File: src/rtl/branch_predictor_pkg.sv
// Shared constants for the fetch-side branch predictor.
package branch_predictor_pkg;

  localparam int unsigned VPC_BITS_DEF = 32;
  localparam int unsigned IDX_BITS_DEF = 4;
  localparam int unsigned CNT_BITS_DEF = 32;

  localparam int unsigned PC_STEP = 4;

  localparam logic [1:0] CTR_SNT = 2'b00;
  localparam logic [1:0] CTR_WNT = 2'b01;
  localparam logic [1:0] CTR_WT  = 2'b10;
  localparam logic [1:0] CTR_ST  = 2'b11;

endpackage

File: src/rtl/branch_predictor_sat_ctr2.sv
// Next-state function of a 2-bit saturating direction counter.
module sat_ctr2
  import branch_predictor_pkg::*;
(
  input  logic [1:0] ctr,
  input  logic       inc,
  output logic [1:0] ctr_next
);

  always_comb begin
    ctr_next = ctr;
    if (inc) begin
      if (ctr != CTR_ST) ctr_next = ctr + 2'(1);
    end else begin
      if (ctr != CTR_SNT) ctr_next = ctr - 2'(1);
    end
  end

endmodule

File: src/rtl/branch_predictor.sv
// Direct-mapped BTB with 2-bit direction counters, trained from EX resolution,
// plus lookup / mispredict performance counters.
module branch_predictor
  import branch_predictor_pkg::*;
#(
  parameter int unsigned VPC_BITS = VPC_BITS_DEF,
  parameter int unsigned IDX_BITS = IDX_BITS_DEF,
  parameter int unsigned CNT_BITS = CNT_BITS_DEF
) (
  input  logic                clk,
  input  logic                rst,
  input  logic                F_valid,
  input  logic [VPC_BITS-1:0] F_pc,
  output logic                F_BP_taken,
  output logic [VPC_BITS-1:0] F_BP_target_pc,
  input  logic                EX_brn,
  input  logic [VPC_BITS-1:0] EX_pc,
  input  logic                EX_true_taken,
  input  logic [VPC_BITS-1:0] EX_alu_out,
  input  logic                EX_taken,
  output logic [CNT_BITS-1:0] BP_lookups,
  output logic [CNT_BITS-1:0] BP_mispredicts
);

  localparam int unsigned ENTRIES  = 1 << IDX_BITS;
  localparam int unsigned TAG_BITS = VPC_BITS - IDX_BITS - 2;

  logic                valid_q  [ENTRIES];
  logic [TAG_BITS-1:0] tag_q    [ENTRIES];
  logic [VPC_BITS-1:0] target_q [ENTRIES];
  logic [1:0]          ctr_q    [ENTRIES];

  logic [IDX_BITS-1:0] f_idx;
  logic [TAG_BITS-1:0] f_tag;
  logic                f_hit;
  logic [IDX_BITS-1:0] ex_idx;
  logic [TAG_BITS-1:0] ex_tag;
  logic                ex_hit;
  logic [1:0]          ex_ctr_next;

  // PC alignment bits carry no information for a 4-byte aligned fetch.
  logic unused_pc_bits;
  assign unused_pc_bits = ^{F_pc[1:0], EX_pc[1:0]};

  assign f_idx  = F_pc[IDX_BITS+1:2];
  assign f_tag  = F_pc[VPC_BITS-1:IDX_BITS+2];
  assign ex_idx = EX_pc[IDX_BITS+1:2];
  assign ex_tag = EX_pc[VPC_BITS-1:IDX_BITS+2];

  // Lookup reads the table before this cycle's update lands.
  always_comb begin
    f_hit          = valid_q[f_idx] && (tag_q[f_idx] == f_tag);
    F_BP_taken     = F_valid && f_hit && ctr_q[f_idx][1];
    F_BP_target_pc = F_BP_taken ? target_q[f_idx] : F_pc + VPC_BITS'(PC_STEP);
  end

  assign ex_hit = valid_q[ex_idx] && (tag_q[ex_idx] == ex_tag);

  sat_ctr2 u_sat_ctr2 (
    .ctr      (ctr_q[ex_idx]),
    .inc      (EX_true_taken),
    .ctr_next (ex_ctr_next)
  );

  // Table training; a not-taken miss leaves the table untouched.
  always_ff @(posedge clk or posedge rst) begin
    if (rst) begin
      for (int unsigned i = 0; i < ENTRIES; i++) begin
        valid_q[i]  <= 1'b0;
        tag_q[i]    <= '0;
        target_q[i] <= '0;
        ctr_q[i]    <= CTR_WNT;
      end
    end else if (EX_brn) begin
      if (ex_hit) begin
        ctr_q[ex_idx] <= ex_ctr_next;
        if (EX_true_taken) target_q[ex_idx] <= EX_alu_out;
      end else if (EX_true_taken) begin
        valid_q[ex_idx]  <= 1'b1;
        tag_q[ex_idx]    <= ex_tag;
        target_q[ex_idx] <= EX_alu_out;
        ctr_q[ex_idx]    <= CTR_WT;
      end
    end
  end

  always_ff @(posedge clk or posedge rst) begin
    if (rst) begin
      BP_lookups     <= '0;
      BP_mispredicts <= '0;
    end else begin
      if (F_valid)             BP_lookups     <= BP_lookups + CNT_BITS'(1);
      if (EX_brn && EX_taken)  BP_mispredicts <= BP_mispredicts + CNT_BITS'(1);
    end
  end

endmodule

File: config.mk
export PLATFORM = sky130hd
export DESIGN_NAME = branch_predictor
export DESIGN_NICKNAME = d
export VERILOG_FILES = /design/src/rtl/branch_predictor_pkg.sv /design/src/rtl/branch_predictor_sat_ctr2.sv /design/src/rtl/branch_predictor.sv
export SDC_FILE = /design/constraint.sdc
export NUM_CORES = 2
export LEC_CHECK = 0
export CAP_MARGIN = 40
export CORE_MARGIN = 2
export CORE_UTILIZATION = 35
export CTS_BUF_LIST = sky130_fd_sc_hd__clkbuf_4
export DETAILED_ROUTE_END_ITERATION = 12
export GPL_TIMING_DRIVEN = 0
export HOLD_SLACK_MARGIN = 0.15
export PLACE_DENSITY = 0.61
export SLEW_MARGIN = 10
export SYNTH_ARGS = -nofsm -noshare
export SYNTH_HDL_FRONTEND = slang
export SYNTH_HIERARCHICAL = 1
export SYNTH_SLANG_ARGS = --single-unit
export TNS_END_PERCENT = 20
File: constraint.sdc
create_clock -name clk -period 80.1 [get_ports clk]
set_clock_uncertainty 0.1 [all_clocks]
set_input_delay 20.025 -clock clk [delete_from_list [all_inputs] [get_ports clk]]
set_output_delay 20.025 -clock clk [all_outputs]
set_load 0.02 [all_outputs]
# Word-level counts from Yosys, hierarchy flattened
# Index checks and enable logic that the tools add are counted.
# Widths: inputs -> output; s select.
# op_classes
n_addsub,5
n_mul,0
n_div,0
magnitude_cmp,3
eq_ne,3
n_shift,0
muxes,38
bitwise,7
n_reduce_logical,11
# op_table
cell,count
$bwmux 512,1
$bwmux 416,1
$bmux 26 s4,2
$mux 32,6
$mux 26,5
$bmux 32 s4,1
$demux 32 s4,1
$demux 26 s4,1
$add 32x1->32 const B,2
$eq 26x26->1,2
$add 32x3->32 const B,1
$bwmux 32,1
$or 16x16->16,2
$and 16x16->16,1
$bmux 2 s4,2
$mux 2,8
$not 16->16,1
$ge 5x5->1 const B,2
$not 4->5,2
$bmux 1 s4,2
$demux 2 s4,1
$logic_and 1x1->1,6
$lt 5x1->1 const B,1
$mux 1,5
other kinds (8),10
# word_totals
reg_bits,1040
latchBits,0
mem_bits_rw,0
mem_bits_ro,0
in_bits,102
word_cells,133
memories,0

# Logic depth before layout (Yosys ltp)
# logic_depth
word_depth,9
mapped_depth,16
mapped_depth_nobuf,9

# Modules after synthesis
# The synthesis kept the hierarchy.
# by_module_without_submodules
module,n_inst,cells_each,area_each_um2,seq_area_each_um2
branch_predictor,1,3448,52120.0,26045.0
sat_ctr2,1,3,26.3,0.0

# Least setup slack after synthesis
# No wires, ideal clock.
# synth_timing
path_kind,input to output
startpoint,input F_pc[2]
endpoint,output F_BP_target_pc[2]
arrival_time_ns,23.415
t_required_ns,59.975
slack_ns,36.560
stages,10
cell_sequence,buf_2 -> buf_2 -> buf_1 -> mux4_2 -> mux4_2 -> xnor2_1 -> nand4_1 -> nor4_4 -> buf_4 -> mux2i_1
# synth_between
elab_chain_len,9
# synth_lines
element,line_no,rtl
"start, declared",branch_predictor.sv:13,"input logic [VPC_BITS-1:0] F_pc,"
$not 4->5 (implied by the code),"branch_predictor.sv:52, branch_predictor.sv:53, branch_predictor.sv:54",
$bmux 26 s4,branch_predictor.sv:52,f_hit = valid_q[f_idx] && (tag_q[f_idx] == f_tag);
$mux 26 (implied by the code) (2 in a row),branch_predictor.sv:52,
$eq 26x26->1,branch_predictor.sv:52,
$logic_and 1x1->1,branch_predictor.sv:52,
$logic_and 1x1->1 (2 in a row),branch_predictor.sv:53,F_BP_taken = F_valid && f_hit && ctr_q[f_idx][1];
$mux 32 *,branch_predictor.sv:54,F_BP_target_pc = F_BP_taken ? target_q[f_idx] : F_pc + VPC_BITS'(PC_STEP);
"end, declared",branch_predictor.sv:15,"output logic [VPC_BITS-1:0] F_BP_target_pc,"
# Mark *: on every way between the ends. The rest lies on a longest branch, timed or not. The select of a mux whose other input is x is not followed.

# Final worst setup path
# layout_timing
startpoint,input F_pc[3]
endpoint,output F_BP_target_pc[31]
# Same word-level chain as after synthesis.

==> key figures <==
Yosys
  – Register area share after synthesis: about 50%
  – Share of Yosys cell area claimed by the top area cell type: around half
  – Largest family of logic cells by synthesized area: multiplexers
  – Syn Inst Count: 3451
  – Synthesis warning total: 6
  – Number of synthesized flops with an enable pin: 0
  – Synthesized net count: 3556
  – #FFs+latches synth: between 1000 and 1500
  – Adder-Cell Fraction of Synth Area: less than 1%
  – Post-Syn Area: 0.0521 mm2
  – Syn avg cell area: 15.1 um2
  – Async set or reset register ratio after synthesis: 100%
  – Main area contributors after synthesis: dfrtp_1 (49%), mux2_2 (20%), mux4_2 (17%), xnor2_1 (1.5%), mux2i_1 (1.3%)
  – Main synth FF type: dfrtp_1
  – Synth Area in XOR/XNOR: 2.18%
  – Yosys cell types: 73
  – Mux share of post-synthesis cell area: roughly two fifths
  – Compound-cell area share of the yosys netlist: about 2.3%
  – Post-Synth Simple-Gate Area: slightly below 4%
  – Cell taking the most area after synthesis: dfrtp_1

Worst setup path
  – CP max FO: 10
  – Worst Path Arrival: 26690 ps
  – Crit path capture type: output pin
  – Crit start category: primary input
  – Required time worst endpoint: 59970 ps
  – Crit Path Category: primary input to output pin

GRT
  – All-Layer GR Usage: between 20% and 30%
  – Pin count of the biggest net entering global routing: between 100 and 150
  – GRT Residual Overflow: 0
  – First-pass GRT wire length: 252 mm
  – Initial antenna violation count: 20
  – Number of global-route vias before repair: 35700

Timing
  – Max-slew violation count: 0
  – Slew margin rel.: 25.4%
  – RSZ-0062 raised after global routing: false
  – Highest Clock Rate: 0.0214 GHz
  – Final worst slack: 33280 ps
  – Final worst-path cycle share: 58.4%
  – Min Tclk post-route: ~47000 ps
  – Final setup viols: 0
  – Worst Tran Pin Value: ~1100 ps
  – Final setup TNS: 0 ps
  – Hold Vio Cnt, Final: 0
  – WHS: 377 ps

Clock network
  – Clock Tree Root: clkbuf_4
  – Clk buf depth: 4
  – Worst-path clk slew: 60 ps
  – Post-CTS resize count: 0
  – Worst-Skew Late Latency: ~1300 ps
  – Clk sink count: 1040
  – Hold_buf cts: 0
  – Num CTS Buffers: 306
  – Htree depth: 5
  – Post-CTS Repair Setup Buffers: 0
  – CTS tree: built

Layout
  – Multi-input gate area: 0.0246 mm2
  – Most frequent cells in the layout: dfrtp_1 (1024), mux2_2 (947), clkbuf_4 (465)
  – Fillers: 13800
  – P&R area growth vs syn: 17.0%
  – Share of layout cells above drive strength 1: between 40% and 50%
  – Commonest non-fill, non-tap cell in the layout: dfrtp_1
  – Nets: 4113
  – Reg area: 0.0260 mm2

Pwr
  – Worst VDD drop: 13.7 uV
  – Pwr Density: 24.3 mW/mm2
  – Static Leak: 26.3 nW

Die
  – Core Area: 0.148 mm2
  – Die ar.: 0.152 mm2
  – Die width: 390 um
  – Die height: 390 um
  – Core Rows: 141
  – Initial Util: 35.3%
  – I/O Pins: 199

Drt
  – Drt wl/cell: 28.2 um
  – DRC violations left: 0
  – DR vias/cell: 5.70
  – Number of DRC markers in iteration 0: 3005
  – Final wirelength: 173 mm
  – Via Count: 35100
  – Detail Route Antenna Nets: 0
  – First drt pass iteration count: 5

Hold path
  – Hold crit path type: register to register

Place
  – Port buffer count: 175
  – Post-Place Worst Slack: 33550 ps
  – Placer Congestion: roughly 0.95
  – Dpl hpwl: about 120 mm

Job
  – Max cap viols: 0

Outcome
  – Status: finished clean
kinds of logic after synthesis:
| kind of cell | Yosys count |
|---|---|
| AO/OA/AOI/OAI | 175 |
| XOR/XNOR | 130 |
| adder cells (fa/ha/maj) | 5 |
| buffers and inverters | 320 |
| flip-flops | 1040 |
| multiplexers | 1413 |
| AND/OR/NAND/NOR | 368 |
per-layer routing:
layer	global-route usage (%)	wire (um)	vias to the layer above
met3	6.51	16600	416
li1	-	-	14300
met1	30.8	71200	18700
met5	0	120	-
met4	9.58	7090	20
met2	34.4	78200	1590
layout make-up:
class | count | area share (%)
tap | 1930 | 3.96
sequential | 1040 | 42.7
timing repair buffer | 249 | 4.52
inverter | 21 | 0.141
clock inverter | 39 | 0.287
clock buffer | 465 | 5.72
buffer | 299 | 2.38
antenna | 11 | 0.0451
multi-input combinational | 2091 | 40.3
flip-flops by register name (all words and copies together) (netlist names):
signal / cells
target_q: 512
ctr_q: 32
BP_lookups: 32
BP_mispredicts: 32
tag_q: 416
valid_q: 16
power breakdown:
part	internal (mW)	leakage [nW]	switching (mW)	total [mW]
logic	0.172	10.8	0.132	0.304
clock network	0.264	2.23	0.233	0.497
registers	0.623	13.2	0.0612	0.685
total	1.06	26.3	0.426	1.49
Yosys cell counts (all sizes together), types with 3 or more instances:
| library cell | instances |
|---|---|
| a41oi | 4 |
| and4 | 8 |
| buf | 137 |
| o21ai | 68 |
| nand2 | 115 |
| dfrtp | 1024 |
| and2 | 7 |
| a32oi | 5 |
| a21oi | 12 |
| dfstp | 16 |
| ha | 3 |
| nand3b | 3 |
| a221oi | 3 |
| mux4 | 386 |
| a22oi | 13 |
| mux2i | 69 |
| o22a | 13 |
| o2bb2ai | 4 |
| o22ai | 16 |
| xor2 | 43 |
| nor4 | 5 |
| nor2 | 60 |
| o2111ai | 3 |
| nand2b | 25 |
| o211ai | 5 |
| o31ai | 3 |
| inv | 20 |
| nor2b | 4 |
| a2111oi | 3 |
| clkbuf | 162 |
| nor3 | 11 |
| and3 | 25 |
| o221ai | 3 |
| xnor2 | 87 |
| or2 | 4 |
| nand3 | 64 |
| nand4 | 29 |
| mux2 | 958 |
path summary, 6_finish.rpt:
path                               startpoint                  to  slack [ps]  cells after the start
max                                   F_pc[3]  F_BP_target_pc[31]       33280                     14
min                        BP_mispredicts[31]  BP_mispredicts[31]         380                      1
max reg2reg                         tag_q[15]            tag_q[9]       75090                     10
min reg2reg                BP_mispredicts[31]  BP_mispredicts[31]         380                      1
max in group asynchronous                 rst       target_q[278]       58480                      5
min in group asynchronous                 rst          tag_q[198]       19220                      2
stage by stage:
step / util (%) / area, um2 / instances / power [mW]
6_report: 41.3 / 61000 / 6145 / 1.49
5_1_grt: 41.3 / 61000 / 6144 / 1.56
4_1_cts: 41.2 / 61000 / 6132 / 1.49
3_5_place_dp: 38.8 / 57300 / 5628 / 0.994
3_3_place_gp: 38.1 / 56300 / 5556 / 0.984
2_1_floorplan: - / 52100 / 3451 / 0.891
critical path, stage by stage:
cell and delay [ps]:
clkdlybuf4s50_1 600, clkbuf_1 710, clkbuf_1 410, buf_8 230
clkbuf_1 450, mux4_2 410, mux4_2 570, xnor2_1 500
nand4_1 380, nor4_4 780, buf_2 460, nand2_1 80
o21ai_0 310, clkdlybuf4s50_1 740
(Power assumes the default switching activity.)
